[src/rtl/dtw_backtrace_engine.sv]
// DTW warping-path backtracer: walks a banded direction store from (X,Y) to (0,0)
// and streams every visited point over a valid/ready handshake.
module dtw_backtrace_engine #(
    parameter  int COORD_W   = 5,
    parameter  int HALF_BAND = 5,
    localparam int LANES     = 2 * HALF_BAND + 1,
    localparam int LANE_W    = $clog2(LANES)
) (
    input  logic                 clk,
    input  logic                 rst,
    input  logic                 start,
    input  logic [COORD_W-1:0]   start_x,
    input  logic [COORD_W-1:0]   start_y,
    input  logic                 abort,
    output logic                 busy,
    output logic                 dir_rd_en,
    output logic [COORD_W-1:0]   dir_rd_x,
    output logic [LANE_W-1:0]    dir_rd_lane,
    input  logic [1:0]           dir_rd_data,
    output logic                 pt_valid,
    input  logic                 pt_ready,
    output logic [COORD_W-1:0]   pt_x,
    output logic [COORD_W-1:0]   pt_y,
    output logic [1:0]           pt_dir,
    output logic                 pt_last,
    output logic                 done,
    output logic [COORD_W:0]     path_len,
    output logic                 err,
    output logic [1:0]           err_code,
    output logic [2:0]           dbgState
);

    // Handshake: a point transfers on every rising edge where pt_valid && pt_ready;
    // pt_x/pt_y/pt_dir/pt_last stay stable while pt_valid is high and pt_ready is low.

    typedef enum logic [2:0] {IDLE, READ, CAPTURE, EMIT, ERR} stateT;

    localparam int SW = ((COORD_W > LANE_W) ? COORD_W : LANE_W) + 2;
    localparam logic signed [SW-1:0] HB = SW'(HALF_BAND);

    stateT state, stateNext;

    logic [COORD_W-1:0] nextX, nextY, stepX, stepY;
    logic [1:0]         nextDir, nextErrCode;
    logic               nextLast, loadPt, loadDir, setErr, clearRun, incLen, doneNext;

    function automatic logic signed [SW-1:0] diagOf(input logic [COORD_W-1:0] cx,
                                                    input logic [COORD_W-1:0] cy);
        return $signed(SW'(cy)) - $signed(SW'(cx));
    endfunction

    function automatic logic inBand(input logic [COORD_W-1:0] cx, input logic [COORD_W-1:0] cy);
        logic signed [SW-1:0] d;
        d = diagOf(cx, cy);
        return (d >= -HB) && (d <= HB);
    endfunction

    function automatic logic [LANE_W-1:0] laneOf(input logic [COORD_W-1:0] cx,
                                                 input logic [COORD_W-1:0] cy);
        return LANE_W'(diagOf(cx, cy) + HB);
    endfunction

    // On an edge of the matrix the only move left is along that edge, whatever the code says.
    always_comb begin
        stepX = pt_x;
        stepY = pt_y;
        if (pt_x == '0) begin
            stepY = pt_y - COORD_W'(1);
        end else if (pt_y == '0) begin
            stepX = pt_x - COORD_W'(1);
        end else begin
            if (pt_dir != 2'd2) stepX = pt_x - COORD_W'(1);
            if (pt_dir != 2'd0) stepY = pt_y - COORD_W'(1);
        end
    end

    always_comb begin
        stateNext   = state;
        nextX       = pt_x;
        nextY       = pt_y;
        nextDir     = pt_dir;
        nextLast    = pt_last;
        nextErrCode = err_code;
        loadPt      = 1'b0;
        loadDir     = 1'b0;
        setErr      = 1'b0;
        clearRun    = 1'b0;
        incLen      = 1'b0;
        doneNext    = 1'b0;
        case (state)
            IDLE: begin
                if (start) begin
                    clearRun = 1'b1;
                    loadPt   = 1'b1;
                    nextX    = start_x;
                    nextY    = start_y;
                    nextDir  = 2'd0;
                    nextLast = 1'b0;
                    if (!inBand(start_x, start_y)) begin
                        stateNext   = ERR;
                        setErr      = 1'b1;
                        nextErrCode = 2'd1;
                    end else if (start_x == '0 && start_y == '0) begin
                        stateNext = EMIT;
                        nextLast  = 1'b1;
                    end else begin
                        stateNext = READ;
                    end
                end
            end
            READ: stateNext = CAPTURE;
            CAPTURE: begin
                if (dir_rd_data == 2'd3) begin
                    stateNext   = ERR;
                    setErr      = 1'b1;
                    nextErrCode = 2'd2;
                end else begin
                    stateNext = EMIT;
                    loadDir   = 1'b1;
                    nextDir   = dir_rd_data;
                end
            end
            EMIT: begin
                if (pt_ready) begin
                    incLen = 1'b1;
                    if (pt_last) begin
                        doneNext  = 1'b1;
                        stateNext = IDLE;
                    end else begin
                        loadPt   = 1'b1;
                        nextX    = stepX;
                        nextY    = stepY;
                        nextDir  = 2'd0;
                        nextLast = 1'b0;
                        if (!inBand(stepX, stepY)) begin
                            stateNext   = ERR;
                            setErr      = 1'b1;
                            nextErrCode = 2'd1;
                        end else if (stepX == '0 && stepY == '0) begin
                            nextLast = 1'b1;
                        end else begin
                            stateNext = READ;
                        end
                    end
                end
            end
            ERR:     stateNext = IDLE;
            default: stateNext = IDLE;
        endcase
        // Abort still lets a simultaneous acceptance count towards path_len.
        if (abort && state != IDLE) begin
            stateNext = IDLE;
            setErr    = 1'b0;
            doneNext  = 1'b0;
            loadPt    = 1'b0;
            loadDir   = 1'b0;
        end
    end

    always_ff @(posedge clk) begin
        if (rst) begin
            state       <= IDLE;
            busy        <= 1'b0;
            dir_rd_en   <= 1'b0;
            dir_rd_x    <= '0;
            dir_rd_lane <= '0;
            pt_valid    <= 1'b0;
            pt_x        <= '0;
            pt_y        <= '0;
            pt_dir      <= 2'd0;
            pt_last     <= 1'b0;
            done        <= 1'b0;
            path_len    <= '0;
            err         <= 1'b0;
            err_code    <= 2'd0;
        end else begin
            state     <= stateNext;
            busy      <= (stateNext != IDLE);
            dir_rd_en <= (stateNext == READ);
            pt_valid  <= (stateNext == EMIT);
            done      <= doneNext;
            if (loadPt) begin
                pt_x    <= nextX;
                pt_y    <= nextY;
                pt_dir  <= nextDir;
                pt_last <= nextLast;
            end else if (loadDir) begin
                pt_dir <= nextDir;
            end
            if (stateNext == READ) begin
                dir_rd_x    <= nextX;
                dir_rd_lane <= laneOf(nextX, nextY);
            end
            if (clearRun) path_len <= '0;
            else if (incLen) path_len <= path_len + 1'b1;
            if (setErr) begin
                err      <= 1'b1;
                err_code <= nextErrCode;
            end else if (clearRun) begin
                err      <= 1'b0;
                err_code <= 2'd0;
            end
        end
    end

    assign dbgState = state;

endmodule

[config.mk]
export PLATFORM = sky130hd
export DESIGN_NAME = dtw_backtrace_engine
export DESIGN_NICKNAME = d
export VERILOG_FILES = /design/src/rtl/dtw_backtrace_engine.sv
export SDC_FILE = /design/constraint.sdc
export NUM_CORES = 1
export LEC_CHECK = 0
export ABC_AREA = 1
export CAP_MARGIN = 20
export CORE_ASPECT_RATIO = 1.5
export CORE_MARGIN = 8
export CORE_UTILIZATION = 52
export DETAILED_ROUTE_END_ITERATION = 7
export GPL_ROUTABILITY_DRIVEN = 0
export GPL_TIMING_DRIVEN = 0
export PLACE_DENSITY = 0.85
export SLEW_MARGIN = 10
export SYNTH_ARGS = -nofsm -noshare
export SYNTH_HDL_FRONTEND = slang
export SYNTH_SLANG_ARGS = --single-unit
export TNS_END_PERCENT = 20
[constraint.sdc]
create_clock -name clk -period 4.4 [get_ports clk]
set_input_delay 0.44 -clock clk [delete_from_list [all_inputs] [get_ports clk]]
set_output_delay 0.44 -clock clk [all_outputs]
set_load 0.01 [all_outputs]
==> results.md <==
* Seq cells post-synth at 38
* Fin Clk Skew at 2.72 ps
* Number of nets still failing antenna checks after routing at 0
* Syn Nets at 447
* Worst Path Class, Setup: reg -> reg
* CTS clk-pin slew, worst paths at 70 ps
* CTS sink count at 38
* Area taken by multi-input logic gates at 1720 um2
* Synth Area per Inst at 6.85 um2
* Largest area contributor in the netlist: dfxtp_1
* Smallest hold slack at 488 ps
* Synthesis-to-layout area growth at 26.1%
* Htree depth at 2
* Design Power at 0.00188 W
* # rows at 33
* Num CTS Buffers at 5
* Final wirelength at 7750 um
* Most numerous cell on the critical path: inv_1
* Largest net degree at the start of global routing at 12
* CP max stage delay at 380 ps
* DR iter-0 viols at 121
* Async SR Flop Fraction at 0%
* WL/cell at 14.3 um
* Start point of the critical path: pt_y[0]
* CTS resizes at 0
* Library cells used by synthesis at 43
* Hold_buf cts at 0
* Clk root buf: clkbuf_8
* Leakage power at 1.71 nW
* Final-report max-slew violation count at 0
* Initial antenna violation count at 0
* Number of remaining DRC errors at 0
* Io pins at 55
* Placed instance area at 3440 um2
* Slew HR at 65.7%
* M2 GR Usage at 37.2%
* Tmin final at 3680 ps
* CP max stage cell: fa_1
* First-pass GRT wire length at 12900 um
* Max-cap viol count at 0
* Outcome: finished clean
* Register area at 761 um2
* Main synth FF type: dfxtp_1
* Layout cells sized above 1 at 9.53%
* Tcrit/Tclk final at 83.7%
* Maximum clock rate at 0.271 GHz
* Clk Latency, worst-skew pair at 290 ps
* GR Layer Usage met3 at 3.04%
* Placed insts at 534
* Most numerous cell in the Yosys netlist: nand2_1
* Initial Util at 52.7%
* Antenna fix cells at 0
* TritonRoute pass-1 iters at 4
* Via count at 2891
* Vias in the first global route at 2977
* Worst R2R Start: pt_y[0]
* Post-CTS Setup Repair Bufs at 0
* Vert. Die Dim at 106 um
* Setup TNS at 0 ps
* Tot GR Track Use at 19.0%
* Pwr Density at 531 nW/um2
* Worst EP arrival at 3880 ps
* Detailed Place HPWL at 6310 um
* Startpoint Class: flop
* Fin area at 3540 um2
* HP Start: dir_rd_lane[2]
* Vias per Instance at 5.33
* Post-synth top cells: nand2_1, inv_1, nor2_1, dfxtp_1, nand3_1
* Synth top area share at 27.1%
* Crit end category: flop
* Warnings, synthesis at 0
* Endpoints failing hold at 0
* Chip width at 76.0 um
* RSZ-0062 raised after global routing: no
* Met1 Usage GRT at 17.6%
* Max Root-Sink Buffers at 2
* Gr busiest metal: met2
* Final setup violation count at 0
* Slew @ Worst Pin at 510 ps
* Cells after synthesis at 410
* Core ar. at 5330 um2
* Peak supply drop at 0.263 mV
* Seq/Total Area, Yosys at 27.1%
* Grt ovf at 0
* Port-buffer cells at 54
* EDFF count, synth at 0
* Crit path max fanout at 6
* Worst hold-check path type: reg -> reg
* Critical-path cell list: inv_2 -> ha_1 -> nand3_2 -> nand2_4 -> nand2_2 -> o21ai_1 -> o22ai_1 -> a21oi_1 -> inv_1 -> ha_1 -> inv_1 -> ha_1 -> inv_1 -> fa_1 -> xnor2_1 -> inv_1 -> nand2_1 -> nand2_1 -> xor2_1 -> nand3_1 -> nand2_1 -> nor2_1
* Die area at 8060 um2
* Synth top area cells: dfxtp_1, nand2_1, inv_1, ha_1, nand3_1
* Req. time, crit path at 4590 ps
* Cell Count, Final, Fillers Out at 542
* Fill cells at 468
* Netlist Area Pre-Place at 2810 um2
* CTS tree: done
* Nets at 508
## worst max-delay path: cells and delay by family, from the launching register on
kind	cells	cell delay, ps
AO/OA/AOI/OAI	3	730
adder cells (fa/ha/maj)	4	1060
AND/OR/NAND/NOR	8	700
buffers and inverters	5	370
flip-flops	1	370
XOR/XNOR	2	340
## power by group
part | internal [W] | leakage [nW] | switching (W)
logic | 0.000456 | 1.34 | 0.000699
registers | 0.000388 | 0.310 | 0.0000436
clock network | 0.000170 | 0.0524 | 0.000126
## layer usage
metal  up-vias  routed length, um
met3        23                227
li1       1448                  -
met1      1354               2940
met2        66               4270
met4         0                316
met5         -                  0
## layout by cell type, fill, tap and decap left out, types with 2 or more instances in the layout
| master | n |
|---|---|
| a211oi_1 | 3 |
| a21oi_1 | 27 |
| clkbuf_1 | 6 |
| clkbuf_8 | 5 |
| clkdlybuf4s50_1 | 54 |
| dfxtp_1 | 38 |
| fa_1 | 3 |
| ha_1 | 17 |
| inv_1 | 73 |
| inv_2 | 4 |
| nand2_1 | 74 |
| nand2_2 | 6 |
| nand2_4 | 9 |
| nand3_1 | 34 |
| nand3_2 | 5 |
| nand4_1 | 7 |
| nor2_1 | 39 |
| nor2_2 | 3 |
| nor2_4 | 2 |
| nor3_1 | 5 |
| nor3b_1 | 2 |
| nor4_1 | 2 |
| o211ai_1 | 6 |
| o21ai_0 | 9 |
| o22ai_1 | 7 |
| or2_2 | 3 |
| xnor2_1 | 4 |
| xor2_1 | 7 |
## stage by stage
stage	utilization (%)	worst slack, ps
after floorplan	-	1220
after global placement	64.5	772
after detailed placement	64.5	719
after CTS	66.5	757
after global routing	66.5	442
final	66.5	716
## registers in the layout (all words and copies together), names as in the netlist, 2 cells and up
register / flops
pt_x: 5
err_code: 2
dir_rd_lane: 4
pt_dir: 2
pt_y: 5
path_len: 6
dbgState: 3
dir_rd_x: 5
## worst paths after layout
path | endpoint | slack [ps] | cells past startpoint
min reg2reg | dir_rd_lane[2] | 490 | 2
min | dir_rd_lane[2] | 490 | 2
max | dir_rd_lane[3] | 720 | 22
max reg2reg | dir_rd_lane[3] | 720 | 22
## cell type report
| type | count | area share (%) |
|---|---|---|
| Buffer | 5 | 0.565 |
| Clock buffer | 7 | 2.15 |
| Clock inverter | 1 | 0.847 |
| Inverter | 80 | 8.58 |
| Multi-Input combinational cell | 287 | 48.7 |
| Sequential cell | 38 | 21.5 |
| Tap cell | 70 | 2.47 |
| Timing Repair Buffer | 54 | 15.3 |
## logic make-up after synthesis
| logic type | synth area share, % |
|---|---|
| DFF | 27.1 |
| buffers and inverters | 11.5 |
| AOI/OAI and AO/OA | 13.1 |
| and+or+nand+nor | 34.6 |
| adders and majority gates | 9.71 |
| xor gates and xnor gates | 4.01 |
(Power assumes the default switching activity.)
